--- config.mk ---
export PLATFORM = sky130hd
export DESIGN_NAME = mc_control_fsm
export DESIGN_NICKNAME = d
export VERILOG_FILES = /design/src/rtl/mc_control_fsm_pkg.sv /design/src/rtl/mc_control_fsm_next_state.sv /design/src/rtl/mc_control_fsm.sv
export SDC_FILE = /design/constraint.sdc
export NUM_CORES = 1
export LEC_CHECK = 0
export ABC_AREA = 1
export CORE_UTILIZATION = 35
export CTS_BUF_LIST = sky130_fd_sc_hd__clkbuf_16
export DETAILED_ROUTE_END_ITERATION = 10
export GPL_ROUTABILITY_DRIVEN = 0
export PLACE_DENSITY = 0.71
export SLEW_MARGIN = 30
export SYNTH_ARGS = -nofsm -noshare
export SYNTH_HDL_FRONTEND = slang
export SYNTH_SLANG_ARGS = --single-unit
--- constraint.sdc ---
create_clock -name clk -period 3.3 [get_ports clk]
set_input_delay 0.66 -clock clk [delete_from_list [all_inputs] [get_ports clk]]
set_output_delay 0.66 -clock clk [all_outputs]
set_load 0.1 [all_outputs]
--- src/rtl/mc_control_fsm_pkg.sv ---
// mc_control_fsm_pkg: state codes, ALUOp codes, opcode/funct constants and mux
// select encodings shared by the multi-cycle MIPS control FSM.
package mc_control_fsm_pkg;

   typedef enum logic [3:0] {
      S_IF     = 4'd0,
      S_ID     = 4'd1,
      S_MEMADR = 4'd2,
      S_MEMRD  = 4'd3,
      S_WBLW   = 4'd4,
      S_MEMWR  = 4'd5,
      S_EXR    = 4'd6,
      S_WBR    = 4'd7,
      S_BEQ    = 4'd8,
      S_JMP    = 4'd9,
      S_EXI    = 4'd10,
      S_WBI    = 4'd11,
      S_JR     = 4'd12,
      S_RST    = 4'd15
   } state_e;

   localparam logic [2:0] ALUOp_ADD  = 3'b000;
   localparam logic [2:0] ALUOp_NULL = 3'b001;
   localparam logic [2:0] ALUOp_SLT  = 3'b010;
   localparam logic [2:0] ALUOp_SUB  = 3'b011;
   localparam logic [2:0] ALUOp_AND  = 3'b100;
   localparam logic       ALUOp_UNS  = 1'b1;

   localparam logic [5:0] OP_RTYPE = 6'h00;
   localparam logic [5:0] OP_J     = 6'h02;
   localparam logic [5:0] OP_JAL   = 6'h03;
   localparam logic [5:0] OP_BEQ   = 6'h04;
   localparam logic [5:0] OP_ADDI  = 6'h08;
   localparam logic [5:0] OP_ADDIU = 6'h09;
   localparam logic [5:0] OP_SLTI  = 6'h0a;
   localparam logic [5:0] OP_SLTIU = 6'h0b;
   localparam logic [5:0] OP_ANDI  = 6'h0c;
   localparam logic [5:0] OP_LUI   = 6'h0f;
   localparam logic [5:0] OP_LW    = 6'h23;
   localparam logic [5:0] OP_SW    = 6'h2b;

   localparam logic [5:0] FN_SLL  = 6'h00;
   localparam logic [5:0] FN_SRL  = 6'h02;
   localparam logic [5:0] FN_SRA  = 6'h03;
   localparam logic [5:0] FN_SLLV = 6'h04;
   localparam logic [5:0] FN_SRLV = 6'h06;
   localparam logic [5:0] FN_SRAV = 6'h07;
   localparam logic [5:0] FN_JR   = 6'h08;
   localparam logic [5:0] FN_JALR = 6'h09;
   localparam logic [5:0] FN_ADD  = 6'h20;
   localparam logic [5:0] FN_ADDU = 6'h21;
   localparam logic [5:0] FN_SUB  = 6'h22;
   localparam logic [5:0] FN_SUBU = 6'h23;
   localparam logic [5:0] FN_AND  = 6'h24;
   localparam logic [5:0] FN_OR   = 6'h25;
   localparam logic [5:0] FN_XOR  = 6'h26;
   localparam logic [5:0] FN_NOR  = 6'h27;
   localparam logic [5:0] FN_SLT  = 6'h2a;
   localparam logic [5:0] FN_SLTU = 6'h2b;

   localparam logic [1:0] SRCA_PC    = 2'd0;
   localparam logic [1:0] SRCA_A     = 2'd1;
   localparam logic [1:0] SRCA_SHAMT = 2'd2;

   localparam logic [1:0] SRCB_B      = 2'd0;
   localparam logic [1:0] SRCB_4      = 2'd1;
   localparam logic [1:0] SRCB_IMM    = 2'd2;
   localparam logic [1:0] SRCB_IMM_SL = 2'd3;

   localparam logic [1:0] PCSRC_ALU    = 2'd0;
   localparam logic [1:0] PCSRC_ALUOUT = 2'd1;
   localparam logic [1:0] PCSRC_JUMP   = 2'd2;
   localparam logic [1:0] PCSRC_A      = 2'd3;

   localparam logic [1:0] M2R_ALUOUT = 2'd0;
   localparam logic [1:0] M2R_MDR    = 2'd1;
   localparam logic [1:0] M2R_PC     = 2'd2;

   localparam logic [1:0] DST_RT = 2'd0;
   localparam logic [1:0] DST_RD = 2'd1;
   localparam logic [1:0] DST_RA = 2'd2;

   // Shift-by-immediate takes its first operand from the shamt field.
   function automatic logic is_shamt(input logic [5:0] f);
      return f inside {FN_SLL, FN_SRL, FN_SRA};
   endfunction

   function automatic logic r_legal(input logic [5:0] f);
      return f inside {FN_SLL, FN_SRL, FN_SRA, FN_SLLV, FN_SRLV, FN_SRAV,
                       FN_ADD, FN_ADDU, FN_SUB, FN_SUBU, FN_AND, FN_OR,
                       FN_XOR, FN_NOR, FN_SLT, FN_SLTU};
   endfunction

   function automatic logic is_itype(input logic [5:0] op);
      return op inside {OP_ADDI, OP_ADDIU, OP_SLTI, OP_SLTIU, OP_ANDI, OP_LUI};
   endfunction

endpackage

--- src/rtl/mc_control_fsm_next_state.sv ---
// mc_next_state: combinational next-state decode, illegal-op detect and
// retire detect for the multi-cycle control FSM.
module mc_next_state
   import mc_control_fsm_pkg::*;
(
   input  logic [3:0] state_i,
   input  logic [5:0] opcode_i,
   input  logic [5:0] funct_i,
   output logic [3:0] next_o,
   output logic       illegal_o,
   output logic       retire_o
);

   logic [3:0] id_next;

   always_comb begin
      id_next = S_IF;
      if (opcode_i == OP_LW || opcode_i == OP_SW)
         id_next = S_MEMADR;
      else if (opcode_i == OP_RTYPE)
         id_next = (funct_i == FN_JR || funct_i == FN_JALR) ? S_JR :
                   r_legal(funct_i) ? S_EXR : S_IF;
      else if (is_itype(opcode_i))
         id_next = S_EXI;
      else if (opcode_i == OP_BEQ)
         id_next = S_BEQ;
      else if (opcode_i == OP_J || opcode_i == OP_JAL)
         id_next = S_JMP;
   end

   always_comb begin
      next_o = S_IF;
      case (state_i)
         S_IF:     next_o = S_ID;
         S_ID:     next_o = id_next;
         S_MEMADR: next_o = (opcode_i == OP_LW) ? S_MEMRD :
                            (opcode_i == OP_SW) ? S_MEMWR : S_IF;
         S_MEMRD:  next_o = S_WBLW;
         S_EXR:    next_o = S_WBR;
         S_EXI:    next_o = S_WBI;
         default:  next_o = S_IF;
      endcase
   end

   // Every legal dispatch leaves ID for a state other than IF.
   assign illegal_o = (state_i == S_ID) && (id_next == S_IF);
   assign retire_o  = state_i inside {S_WBLW, S_MEMWR, S_WBR, S_WBI, S_BEQ, S_JMP, S_JR};

endmodule

--- src/rtl/mc_control_fsm.sv ---
// mc_control_fsm: multi-cycle MIPS main control; Moore output decode from the
// current state plus OpCode/Funct, with a retired-instruction counter.
module mc_control_fsm
   import mc_control_fsm_pkg::*;
#(
   parameter int CNT_W = 32
) (
   input  logic             clk,
   input  logic             reset,
   input  logic [5:0]       OpCode,
   input  logic [5:0]       Funct,
   input  logic             Zero,
   output logic             PCWrite,
   output logic             IorD,
   output logic             MemRead,
   output logic             MemWrite,
   output logic             IRWrite,
   output logic [1:0]       MemtoReg,
   output logic [1:0]       RegDst,
   output logic             RegWrite,
   output logic             ExtOp,
   output logic             LuiOp,
   output logic [1:0]       ALUSrcA,
   output logic [1:0]       ALUSrcB,
   output logic [3:0]       ALUOp,
   output logic [1:0]       PCSource,
   output logic             IllegalOp,
   output logic [3:0]       State,
   output logic [CNT_W-1:0] RetiredCnt
);

   state_e           state_q, state_d;
   logic [3:0]       next;
   logic             illegal, retire;
   logic [CNT_W-1:0] cnt_q, cnt_d;
   logic [3:0]       exi_aluop;

   mc_next_state u_next_state (
      .state_i   (state_q),
      .opcode_i  (OpCode),
      .funct_i   (Funct),
      .next_o    (next),
      .illegal_o (illegal),
      .retire_o  (retire)
   );

   assign state_d    = state_e'(next);
   assign cnt_d      = cnt_q + {{(CNT_W-1){1'b0}}, retire};
   assign State      = state_q;
   assign RetiredCnt = cnt_q;

   always_ff @(posedge clk or negedge reset) begin
      if (!reset) begin
         state_q <= S_RST;
         cnt_q   <= '0;
      end else begin
         state_q <= state_d;
         cnt_q   <= cnt_d;
      end
   end

   assign exi_aluop = (OpCode == OP_SLTI)  ? {1'b0, ALUOp_SLT} :
                      (OpCode == OP_SLTIU) ? {ALUOp_UNS, ALUOp_SLT} :
                      (OpCode == OP_ANDI)  ? {1'b0, ALUOp_AND} : {1'b0, ALUOp_ADD};

   always_comb begin
      PCWrite   = 1'b0;
      IorD      = 1'b0;
      MemRead   = 1'b0;
      MemWrite  = 1'b0;
      IRWrite   = 1'b0;
      MemtoReg  = M2R_ALUOUT;
      RegDst    = DST_RT;
      RegWrite  = 1'b0;
      ExtOp     = 1'b0;
      LuiOp     = 1'b0;
      ALUSrcA   = SRCA_PC;
      ALUSrcB   = SRCB_B;
      ALUOp     = {1'b0, ALUOp_ADD};
      PCSource  = PCSRC_ALU;
      IllegalOp = 1'b0;
      case (state_q)
         S_IF: begin
            MemRead = 1'b1;
            IRWrite = 1'b1;
            PCWrite = 1'b1;
            ALUSrcB = SRCB_4;
         end
         S_ID: begin
            ALUSrcB   = SRCB_IMM_SL;
            ExtOp     = 1'b1;
            IllegalOp = illegal;
         end
         S_MEMADR: begin
            ALUSrcA = SRCA_A;
            ALUSrcB = SRCB_IMM;
            ExtOp   = 1'b1;
         end
         S_MEMRD: begin
            MemRead = 1'b1;
            IorD    = 1'b1;
         end
         S_WBLW: begin
            RegWrite = 1'b1;
            MemtoReg = M2R_MDR;
            RegDst   = DST_RT;
         end
         S_MEMWR: begin
            MemWrite = 1'b1;
            IorD     = 1'b1;
         end
         S_EXR: begin
            ALUOp   = {1'b0, ALUOp_NULL};
            ALUSrcA = is_shamt(Funct) ? SRCA_SHAMT : SRCA_A;
         end
         S_WBR: begin
            RegWrite = 1'b1;
            RegDst   = DST_RD;
         end
         // Operand controls stay valid through write-back so ALUOut is stable.
         S_EXI, S_WBI: begin
            ALUSrcA  = SRCA_A;
            ALUSrcB  = SRCB_IMM;
            ALUOp    = exi_aluop;
            ExtOp    = OpCode != OP_ANDI;
            LuiOp    = OpCode == OP_LUI;
            RegWrite = state_q == S_WBI;
         end
         S_BEQ: begin
            ALUSrcA  = SRCA_A;
            ALUOp    = {1'b0, ALUOp_SUB};
            PCSource = PCSRC_ALUOUT;
            PCWrite  = Zero;
         end
         S_JMP: begin
            PCWrite  = 1'b1;
            PCSource = PCSRC_JUMP;
            if (OpCode == OP_JAL) begin
               RegWrite = 1'b1;
               RegDst   = DST_RA;
               MemtoReg = M2R_PC;
            end
         end
         S_JR: begin
            PCWrite  = 1'b1;
            PCSource = PCSRC_A;
            if (Funct == FN_JALR) begin
               RegWrite = 1'b1;
               RegDst   = DST_RD;
               MemtoReg = M2R_PC;
            end
         end
         default: ;
      endcase
   end

endmodule

==> PnR_summary.wiki <==
{| class="wikitable"
! Metric !! Value
|-
| Result of the run || finished, final reports clean
|-
| DRC violation total after the first TritonRoute iteration || 110
|-
| Highest fanout seen on the critical path || 4
|-
| Post-placement cell count || about 500
|-
| Transition time at the pin with the least slew margin || around 0.45 ns
|-
| CP max stage delay || between 0.5 and 0.6 ns
|-
| Seq cells post-synth || 36
|-
| H-tree levels || 2
|-
| Relative slew margins || 0.6969
|-
| CP most frequent cell || sky130_fd_sc_hd__nor2_1
|-
| Worst Setup SP || OpCode[0]
|-
| CTS clock-pin slew for the worst setup and hold paths || roughly 0.050 ns
|-
| Pwr per Cell Area || approximately 620 nW/um2
|-
| First-pass GRT wire length || ~10000 um
|-
| Share of the clock period used by the worst path after layout || 0.8553
|-
| Number of placed I/O pins || 74
|-
| Minimum period implied by the final worst setup slack || ~2.8 ns
|-
| Max cap viols || 0
|-
| Vias per std cell || ~4.8
|-
| Via count || between 2000 and 2500
|-
| Max Slew Vio Count || 0
|-
| CP startpoint kind || input pin
|-
| Minimum hold slack || roughly 0.5 ns
|-
| Synth Cell Area || between 2000 and 2500 um2
|-
| Final worst slack || about 0.48 ns
|-
| Number of buffers added on ports || 73
|-
| Unrepaired setup endpoints after global routing || no
|-
| # diodes || 0
|-
| Path type of the worst min-delay path || flip-flop to flip-flop
|-
| Arrival @ worst endpoint || around 2.2 ns
|-
| Number of buffer and inverter instances along the worst setup path || 3
|-
| Clock tree from TritonCTS || done
|-
| Worst R2R Setup Slack || about 0.84 ns
|-
| Pin count of the biggest net entering global routing || 37
|-
| Final setup violating endpoints || 0
|-
| Capturing element type of the critical path || output port
|-
| Number of placement rows || 29
|-
| Worst path depth || 10
|-
| Count of final hold-check violations || 0
|-
| Area of the core || between 6000 and 7000 um2
|-
| Kind of cell with the highest combined delay on the critical path || buffers and inverters
|-
| Synthesis warning total || 0
|-
| Vias in the first global route || roughly 2300
|-
| DP Worst Slack || 0.4828 ns
|-
| Nets || approximately 450
|-
| Syn nets || 365
|-
| Iteration count of the initial detailed-routing pass || 4
|-
| Remaining Overflow, GRT || 0
|-
| Final worst clock skew || roughly 0.0066 ns
|-
| Count of non-filler cells in the finished layout || about 510
|-
| Syn Area/Cell || 6.932 um2
|-
| Total die area || between 7000 and 8000 um2
|-
| Global routing usage summed across all routing layers || 0.1834
|-
| Critical setup path kind || input pin to output port
|-
| Total leakage power || 1.710 nW
|-
| Sequential share of the synthesized area || 0.3755
|-
| Synthesis-to-layout area growth || 41.34%
|-
| R2R Path Start || State[3]
|-
| Resized Gates After CTS || 0
|-
| Leading area contributor after synthesis || sky130_fd_sc_hd__dfrtp_1
|-
| Effective utilization at floorplan || 0.3714
|-
| Dominant cells by area after synthesis || sky130_fd_sc_hd__dfrtp_1 (33%), sky130_fd_sc_hd__nand2_1 (17%), sky130_fd_sc_hd__nor2_1 (9.3%)
|-
| Crit path capture || IllegalOp
|-
| Fmax || 354.3 MHz
|-
| Post-synth cell types || 25
|-
| Post-detailed-route wirelength per cell || between 10 and 15 um
|-
| Crit path max-delay cell type || sky130_fd_sc_hd__clkdlybuf4s50_1
|-
| Maximum clock path buffer count || 2
|-
| Clock buffers created by TritonCTS || 5
|-
| Post-detail-place hpwl || ~5200 um
|-
| CP Data Required Time || about 2.6 ns
|-
| Cell area reported after detailed placement || between 3000 and 4000 um2
|-
| DRT antenna net count || 0
|-
| Clock root buffer master || sky130_fd_sc_hd__clkbuf_16
|-
| Critical register-to-register path endpoint || RetiredCnt[16]
|-
| Total wire length after detailed routing || between 6000 and 7000 um
|-
| Share of the synthesized area in the top cell type || 0.3320
|-
| Worst supply voltage drop on vdd || around 0.71 mV
|-
| Commonest non-fill, non-tap cell in the layout || sky130_fd_sc_hd__nand2_1
|-
| Hold-fix buffers at CTS || 0
|-
| Number of antenna violations at the first check in global routing || 0
|-
| Length in cells of the worst reg-to-reg path || 13
|-
| Fraction of final layout cells sized beyond drive strength 1 || 0.2395
|-
| Detailed-route DRC error count || 0
|-
| # Post-CTS Setup Buffers || 0
|-
| Top library cells by usage in the layout, fill and taps aside || sky130_fd_sc_hd__nand2_1 (108), sky130_fd_sc_hd__nor2_1 (55), sky130_fd_sc_hd__inv_1 (49)
|-
| Clock sink total || 36
|-
| Gate count after technology mapping || ~350
|-
| Worst-skew pair later-pin latency || ~0.28 ns
|-
| Die outline width || roughly 85 um
|-
| Cell-by-cell listing of the critical path || clkdlybuf4s50_1, nor2_1, nand3_1, nand2_1, nor2_1, inv_1, nor2_1, nand2_1, nor2_2, buf_12
|-
| Die extent in y || between 80 and 90 um
|-
| Summed area of non-filler cells in the final layout || between 3000 and 4000 um2
|-
| Setup total negative slack || 0 ns
|}
synthesized netlist by cell type:
master and n:
sky130_fd_sc_hd__nand2_1 108, sky130_fd_sc_hd__nor2_1 60, sky130_fd_sc_hd__inv_1 47, sky130_fd_sc_hd__dfrtp_1 32, sky130_fd_sc_hd__nand3_1 19, sky130_fd_sc_hd__xor2_1 16, sky130_fd_sc_hd__nor3_1 10, sky130_fd_sc_hd__nand4_1 8
sky130_fd_sc_hd__nand2_2 7, sky130_fd_sc_hd__nor2_2 7, sky130_fd_sc_hd__nand3b_1 6, sky130_fd_sc_hd__dfstp_2 4, sky130_fd_sc_hd__xnor2_1 4, sky130_fd_sc_hd__nor2_4 3, sky130_fd_sc_hd__nor3_2 3, sky130_fd_sc_hd__a31oi_1 2
sky130_fd_sc_hd__ha_1 2, sky130_fd_sc_hd__inv_2 2, sky130_fd_sc_hd__o21ai_0 2, sky130_fd_sc_hd__a21oi_1 1, sky130_fd_sc_hd__and3_4 1, sky130_fd_sc_hd__nand2_4 1, sky130_fd_sc_hd__nand3_4 1, sky130_fd_sc_hd__nor3_4 1
sky130_fd_sc_hd__xor2_2 1
cells by family after synthesis:
group	Yosys count	synth area share
DFF	36	0.3755
AOI/OAI and AO/OA	5	0.01141
adders and majority gates	2	0.01037
buffers and inverters	49	0.07625
xor gates and xnor gates	21	0.07936
and+or+nand+nor	235	0.4471
cell type report:
cell class / instances / area [um2]
clock buffer: 5 / 125.1
clock inverter: 3 / 12.51
fill: 620 / 3085
inverter: 49 / 183.9
multi-input combinational: 263 / 1345
sequential: 36 / 905.9
tap: 77 / 96.34
timing repair buffer: 74 / 740.7
how the worst min path moves through the flow:
stage	startpoint	endpoint	depth (start not counted)
global placement	RetiredCnt[31]	RetiredCnt[31]	2
global route	RetiredCnt[30]	RetiredCnt[30]	2
floorplan	reset	RetiredCnt[0]	0
CTS	RetiredCnt[0]	RetiredCnt[0]	1
finish	RetiredCnt[0]	RetiredCnt[0]	1
detailed placement	RetiredCnt[0]	RetiredCnt[0]	1
power by group:
| part | leakage, nW | internal, W | total [W] | switching [W] |
|---|---|---|---|---|
| combinational | 1.15 | 0.000237 | 0.00112 | 0.000887 |
| sequential | 0.482 | 0.000486 | 0.000538 | 0.0000518 |
| clock | 0.0762 | 0.000272 | 0.000441 | 0.000169 |
| total | 1.71 | 0.000996 | 0.00210 | 0.00111 |
worst reg2reg max path, stage by stage (launching register included):
cell	delay, ns
sky130_fd_sc_hd__dfstp_2	0.56
sky130_fd_sc_hd__inv_1	0.07
sky130_fd_sc_hd__nor2_1	0.22
sky130_fd_sc_hd__nand2_1	0.09
sky130_fd_sc_hd__inv_1	0.09
sky130_fd_sc_hd__nor2_1	0.07
sky130_fd_sc_hd__nand4_1	0.10
sky130_fd_sc_hd__ha_1	0.22
sky130_fd_sc_hd__ha_1	0.28
sky130_fd_sc_hd__nand2_2	0.10
sky130_fd_sc_hd__nor2_2	0.18
sky130_fd_sc_hd__nand2_2	0.11
sky130_fd_sc_hd__nor2_1	0.14
sky130_fd_sc_hd__xor2_1	0.15
flip-flops by register name (all words and copies together), names as in the netlist:
register / cells
RetiredCnt: 32
State: 4
per-layer routing:
metal | GRT usage | wire length [um] | vias up
met5 | 0 | 0 | -
met4 | 0.08320 | 159 | 0
met3 | 0.03113 | 272 | 11
met2 | 0.3013 | 3149 | 60
met1 | 0.2364 | 2754 | 1136
li1 | - | - | 1230
stage by stage:
step	util	total power, W
2_1_floorplan	-	0.001392
3_5_place_dp	0.5038	0.001672
5_1_grt	0.5249	0.002176
6_report	0.5249	0.002103
4_1_cts	0.5249	0.002124
3_3_place_gp	0.5038	0.001670
(Power assumes the default switching activity.)
